## src/rtl/stopwatch_control.sv

```systemverilog
// stopwatch_control
//   Front end of the stopwatch timer. Conditions the three raw buttons
//   (2-flop synchronizer, debounce, press detection), sequences the
//   IDLE / RUNNING / PAUSED / LAP state machine, and divides the system
//   clock into the one-cycle enable_Count tick for the BCD counter chain.
//
//   Parameters
//     CLOCK_HZ         system clock frequency
//     TICK_HZ          enable_Count rate; CLOCK_HZ/TICK_HZ must be an integer >= 2
//     DEBOUNCE_CYCLES  consecutive equal samples needed to accept a new level (>= 1)
//
//   Ports
//     clock              system clock, rising edge
//     clear              synchronous active-high reset
//     start_Stop_Button  raw button, high = pressed
//     lap_Button         raw button, high = pressed
//     reset_Button       raw button, high = pressed
//     enable_Count       registered one-cycle count tick
//     clear_Count        registered one-cycle counter clear pulse
//     running            high in RUNNING or LAP
//     display_Hold       high in LAP (display frozen, counting continues)
//     fsm_state          current state: 0 IDLE, 1 RUNNING, 2 PAUSED, 3 LAP
module stopwatch_control #(
   parameter int CLOCK_HZ        = 50_000_000,
   parameter int TICK_HZ         = 100,
   parameter int DEBOUNCE_CYCLES = 500_000
) (
   input  logic       clock,
   input  logic       clear,
   input  logic       start_Stop_Button,
   input  logic       lap_Button,
   input  logic       reset_Button,
   output logic       enable_Count,
   output logic       clear_Count,
   output logic       running,
   output logic       display_Hold,
   output logic [1:0] fsm_state
);

   localparam int DIV = CLOCK_HZ / TICK_HZ;
   localparam int PW  = $clog2(DIV);
   localparam int DW  = (DEBOUNCE_CYCLES > 1) ? $clog2(DEBOUNCE_CYCLES) : 1;

   localparam logic [PW-1:0] PRESC_LAST = PW'(DIV - 1);
   localparam logic [DW-1:0] DEB_LAST   = DW'(DEBOUNCE_CYCLES - 1);

   typedef enum logic [1:0] {
      IDLE    = 2'd0,
      RUNNING = 2'd1,
      PAUSED  = 2'd2,
      LAP     = 2'd3
   } state_t;

   state_t        state;

   // Button vectors are ordered {reset, lap, start}.
   logic [2:0]    raw;
   logic [2:0]    sync1;
   logic [2:0]    sync2;
   logic [2:0]    level;
   logic [2:0]    level_q;
   logic [2:0]    press;
   logic [DW-1:0] db_cnt [3];

   logic [PW-1:0] presc;
   logic [PW-1:0] presc_step;
   logic          presc_wrap;
   logic          start_ev;
   logic          lap_ev;
   logic          reset_ev;

   assign raw = {reset_Button, lap_Button, start_Stop_Button};

   // The debounce counter runs only while the synchronized sample differs
   // from the accepted level; any sample equal to the accepted level
   // restarts it, so acceptance needs DEBOUNCE_CYCLES differing samples in a row.
   always_ff @(posedge clock) begin
      if (clear) begin
         sync1   <= '0;
         sync2   <= '0;
         level   <= '0;
         level_q <= '0;
         for (int i = 0; i < 3; i++) begin
            db_cnt[i] <= '0;
         end
      end else begin
         sync1   <= raw;
         sync2   <= sync1;
         level_q <= level;
         for (int i = 0; i < 3; i++) begin
            if (sync2[i] == level[i]) begin
               db_cnt[i] <= '0;
            end else if (db_cnt[i] == DEB_LAST) begin
               level[i]  <= sync2[i];
               db_cnt[i] <= '0;
            end else begin
               db_cnt[i] <= db_cnt[i] + 1'b1;
            end
         end
      end
   end

   // One-cycle press events on the rising edge of the accepted level.
   assign press    = level & ~level_q;
   assign start_ev = press[0];
   assign lap_ev   = press[1];
   assign reset_ev = press[2];

   assign presc_wrap = (presc == PRESC_LAST);
   assign presc_step = presc_wrap ? '0 : presc + 1'b1;

   // The prescaler advances on every edge whose next state counts
   // (RUNNING/LAP), except the entry from IDLE which restarts it at 0.
   // A pause edge therefore holds the prescaler, and a resume edge
   // advances it: a pause that lands on DIV-1 defers that tick to the
   // first cycle after resume, so no count is lost across a pause.
   always_ff @(posedge clock) begin
      if (clear) begin
         state        <= IDLE;
         presc        <= '0;
         enable_Count <= 1'b0;
         clear_Count  <= 1'b0;
         running      <= 1'b0;
         display_Hold <= 1'b0;
      end else begin
         enable_Count <= 1'b0;
         clear_Count  <= 1'b0;
         case (state)
            IDLE: begin
               if (reset_ev) begin
                  clear_Count <= 1'b1;
               end else if (start_ev) begin
                  state   <= RUNNING;
                  presc   <= '0;
                  running <= 1'b1;
               end
            end
            RUNNING: begin
               if (start_ev) begin
                  state   <= PAUSED;
                  running <= 1'b0;
               end else begin
                  if (lap_ev) begin
                     state        <= LAP;
                     display_Hold <= 1'b1;
                  end
                  presc        <= presc_step;
                  enable_Count <= presc_wrap;
               end
            end
            LAP: begin
               if (start_ev) begin
                  state        <= PAUSED;
                  running      <= 1'b0;
                  display_Hold <= 1'b0;
               end else begin
                  if (lap_ev) begin
                     state        <= RUNNING;
                     display_Hold <= 1'b0;
                  end
                  presc        <= presc_step;
                  enable_Count <= presc_wrap;
               end
            end
            PAUSED: begin
               if (reset_ev) begin
                  state       <= IDLE;
                  clear_Count <= 1'b1;
                  presc       <= '0;
               end else if (start_ev) begin
                  state        <= RUNNING;
                  running      <= 1'b1;
                  presc        <= presc_step;
                  enable_Count <= presc_wrap;
               end
            end
            default: begin
               state <= IDLE;
            end
         endcase
      end
   end

   assign fsm_state = state;

endmodule
```

## config.mk

```make
export PLATFORM = sky130hd
export DESIGN_NAME = stopwatch_control
export DESIGN_NICKNAME = d
export VERILOG_FILES = /design/src/rtl/stopwatch_control.sv
export SDC_FILE = /design/constraint.sdc
export NUM_CORES = 1
export LEC_CHECK = 0
export ABC_AREA = 1
export CORE_AREA = 3 3 108 131
export CTS_BUF_LIST = sky130_fd_sc_hd__clkbuf_4
export DETAILED_ROUTE_END_ITERATION = 8
export DIE_AREA = 0 0 111 134
export SETUP_SLACK_MARGIN = 0.4
export SYNTH_ARGS = -nofsm -noshare
export SYNTH_HDL_FRONTEND = slang
export SYNTH_SLANG_ARGS = --single-unit
```

## constraint.sdc

```tcl
create_clock -name clock -period 2.5 [get_ports clock]
set_input_delay 0.5 -clock clock [delete_from_list [all_inputs] [get_ports clock]]
set_output_delay 0.5 -clock clock [all_outputs]
set_load 0.005 [all_outputs]
```

Word level (Yosys, flattened, before mapping). Memories as Yosys holds them, arrays and structs flattened. Cells that the tools add are included.

Eq/ne operators: 21. Bitwise logic cells: 15. Reductions and logical operators: 12. Add/subtract/negate cells: 4. Mux-type cells: 73.

Operators with widths (number): 19-bit two-way mux (15); 19-bit by 1-bit adder with 19-bit output (second input constant) (4); 19-bit == test (second input constant) (4); 19-bit one-hot mux with 3 select lines (1); 1-bit two-way mux (46); 2-bit two-way mux (7); 2-bit inequality test (second input constant) (6); 3-bit inequality test (second input constant) (3); 1-bit OR (9); 2-bit one-hot mux with 4 select lines (1); 4-bit AND reduction (2); 1-bit one-hot mux with 2 select lines (3); 2-bit AND reduction (3); 3-bit AND reduction (2); 2-bit OR reduction (3); 2-bit == test (second input constant) (2); 2-bit by 1-bit inequality test with 1-bit output (second input constant) (2); 1-bit inverter (4); 3-bit AND (1); 1-bit == test (3); 3-bit inverter (1); 2-bit by 1-bit == test with 1-bit output (second input constant) (1); 2-bit logical NOT (1); 2-bit nonzero test (1).

Bits of input ports: 5. Output and inout port bits: 6. Word-level logic and storage cells: 138. Bits in registers: 37. Memories kept: 1. Bits in writable memories: 57.

Memory list: db_cnt (words 3, width 19, read ports 3, clocked after Yosys merged registers in 0, wr ports 3, RTL line 63) `logic [DW-1:0] db_cnt [3];`.

Longest topological paths before layout.
Word-level depth: 7. Mapped depth: 10. Gate-level depth less buffers: 10.

Least setup slack after synthesis. OpenSTA, ideal clock, no wires.

Path type: register -> register. Start point: mem db_cnt[1][0] (netlist bit). End point: mem db_cnt[1][12] (netlist bit) (data pin). Arrival: 1.448 ns. Path slack: 0.795 ns. Required time: 2.243 ns. Clock period less this slack: 1.705 ns. Cell stages (with the launch flop): 10. Cell sequence: edfxtp_1 > ha_1 > nand2_1 > inv_1 > nand2_1 > nor2_1 > nand4_1 > nand2_2 > buf_2 > nor2_1.

RTL lines (RTL line): start, declared (63).

Worst setup path in the final report.
Start point: reg state[0], in the netlist fsm_state[0]. End point: out fsm_state[0].

RTL lines: start, declared (RTL line 54) `state_t state;`; start signal, assigned (RTL line 119) `state <= IDLE;`; start signal, assigned (RTL line 133) `state <= RUNNING;`; start signal, assigned (RTL line 140) `state <= PAUSED;`; end, declared (RTL line 37) `output logic [1:0] fsm_state`.

No word-level cell between the ends.

==> qor.yml <==
outcome: "finished clean"
max_freq_mhz: 500.8
grt_max_degree: 19
power_density_nw_per_um2: 446.7
finalHoldViolCount: 0
cts_sinks: 94
drive_above_1_share_pct: 8.225
drv_slew: 0
multi_input_area_um2: 2661
start_util_pct: 40.71
setup_viol: 0
ant_nets: 0
period_share_pct: 79.87
grt_overflow: 0
synth_warnings: 0
syn_area_per_cell_um2: 7.765
p_switching_w: 0.0006305
core_um2: 13070
area_delta_synth_final_pct: 12.89
crit_chain: "clkdlybuf4s50_1"
synth_edf_count: 57
antenna_cells: 0
fin_area_um2: 6005
place_area_um2: 5819
hold_class: "register to register"
rsz0062_at_grt: "false"
seqCellArea_um2: 2454
die_h_um: 134
combPwrFrac_pct: 4.8
cp_max_fo: 8
cts_tree: "yes"
period_needed_ps: 1997
switching_share_pct: 23.51
vias: 4401
antenna_found_initial: 0
grt_first_pass_wirelength_um: 18240
synthArstFlopShare_pct: 0
clockPowerShare_pct: 30.8
syn_inst: 685
drtPass1Iterations: 4
htree_num_levels: 3
postCtsHoldBufs: 0
drc_errors: 0
power.leakage_nw: 2.461
critPathRequiredTime_ps: 2000
seqPwrFrac_pct: 64.5
crit_buf_inv: 1
dp_cells: 916
cts_buffer_depth: 2
ys_types: 45
insertion_delay_ps: 440
ys_ff_latch: 94
routed_wl_um: 10230
critPathKind: "register to output pin"
gp_congestion: 0.8667
grt_pass1_vias: 4237
layout.nets: 770
grt_use_total_pct: 14.61
finClkSkew_ps: 17.21
num_io_pins: 11
n_fill_cell: 1321
clk_pin_slew_ps: 140
clock-root-buffer: "clkbuf_4"
numPortBuffers: 10
internal-power_w: 0.002052
die_w_um: 111
finalSetupTns_ps: 0
worst_path_largest_cell_delay_ps: 560
crit_family: "buffers and inverters"
synth_area_um2: 5319
dieArea_um2: 14870
cts-buffers-inserted: 9
instances_no_fill: 934
cp.arrival_ps: 1500
drt-vias-per-instance: 4.712
crit_path_start_kind: "register"
ys_seq_area_share_pct: 46.11
drtIter0Drc: 232
maxCapViolations: 0
wl_per_cell_um: 10.96
vdd_drop_max_uv: 235.6
synth-main-ff-cell: "edfxtp_1"
rows: 46
slowest_stage: "clkdlybuf4s50_1"
critPathCaptureType: "output pin"
dpl.hpwl_um: 7784
==> power by group through the flow <==
stage | Clock (W) | Combinational, W | Sequential [W]
after global routing | 0.000932 | 0.000150 | 0.00174
after floorplan | 0 | 0.0000943 | 0.00175
after CTS | 0.000873 | 0.000123 | 0.00173
after detailed placement | 0 | 0.000123 | 0.00176
final | 0.000825 | 0.000128 | 0.00173
after global placement | 0 | 0.000121 | 0.00176
==> state kept, by name (all words and copies together) (netlist names) <==
register / count
sync1: 3
fsm_state: 2
sync2: 3
db_cnt: 57
presc: 19
display_Hold: 1
level: 3
level_q: 3
enable_Count: 1
clear_Count: 1
running: 1
==> kinds of logic after synthesis <==
group	synth area share, %
simple gates	34.72
buf+inv	7.998
flops	46.11
compound gates	6.375
xor+xnor	3.787
fa+ha+maj	0.9410
other cells	0.07050
==> through the flow <==
stage                     hold WS, ps  setup slack, ps  util [%]  power (W)
after floorplan                 388.3            795.0         -   0.001845
after global placement          393.3            429.1     44.54   0.001884
after detailed placement        396.6            404.6     44.54   0.001887
after CTS                       414.9            436.2     45.56   0.002726
after global routing            439.3            401.1     45.96   0.002820
final                           413.0            503.2     45.96   0.002682
==> final cells by class <==
class                      count  share of cell area [%]
inverter                     102                   6.397
timing repair buffer          15                   2.709
clock buffer                  11                   1.375
clock inverter                 5                  0.8335
sequential                    94                   40.86
multi-input combinational    539                   44.32
tap                          168                   3.501
==> cells in the mapped netlist, types with 6 or more instances <==
cell type / count / area [um^2]
nand4_1: 20 / 125.1
o21ai_0: 14 / 70.07
inv_1: 99 / 371.6
dfxtp_1: 37 / 740.7
nand2_1: 145 / 544.3
a21oi_1: 25 / 125.1
xor2_1: 18 / 157.7
nor3_1: 28 / 140.1
nand3_1: 39 / 195.2
or2_2: 6 / 37.54
edfxtp_1: 57 / 1712
nor2_1: 121 / 454.2
==> cells in the final DEF (no fill, tap or decap), types with 2 or more instances in the layout <==
master / instances
nand2_1: 145
nor2_1: 121
inv_1: 99
edfxtp_1: 57
conb_1: 57
nand3_1: 39
dfxtp_1: 36
nor3_1: 28
a21oi_1: 25
nand4_1: 20
xor2_1: 18
o21ai_0: 14
clkbuf_4: 11
clkdlybuf4s50_1: 10
nand2_4: 7
or2_2: 6
nor2_4: 5
xnor2_1: 5
nor2_2: 5
o21bai_1: 4
nor3_2: 4
o21ai_1: 4
ha_1: 4
nand2_2: 3
nand3_2: 3
buf_4: 3
nand3b_1: 2
nor4_1: 2
a31oi_1: 2
clkinv_2: 2
inv_2: 2
a21oi_4: 2
nor3b_1: 2
clkinv_1: 2
buf_12: 2
==> final timing paths <==
kind / from / to / slack, ps / cells past startpoint
min: sync1[2]$_SDFF_PP0_ / sync2[2]$_SDFF_PP0_ / 410 / 2
max reg2reg: db_cnt[0][0]$_SDFFCE_PN0P_ / db_cnt[0][13]$_SDFFCE_PN0P_ / 630 / 9
min reg2reg: sync1[2]$_SDFF_PP0_ / sync2[2]$_SDFF_PP0_ / 410 / 2
max: fsm_state[0]$_SDFFE_PP0P_ / fsm_state[0] / 500 / 1
==> what timing repair did <==
action | in CTS | in global routing
buffers inserted | 0 | 2
setup endpoints to repair | 0 | 46
hold endpoints to repair | 0 | 0
resized for setup | 0 | 4
==> routing by layer <==
layer,vias to the layer above,GRT usage (%),share of wire (%)
li1,2317,-,-
met5,-,0,0
met3,9,2.843,2.2
met4,0,5.749,1.1
met1,2025,17.60,46
met2,50,25.74,51
No activity file was read; power rests on OpenSTA's default activity.
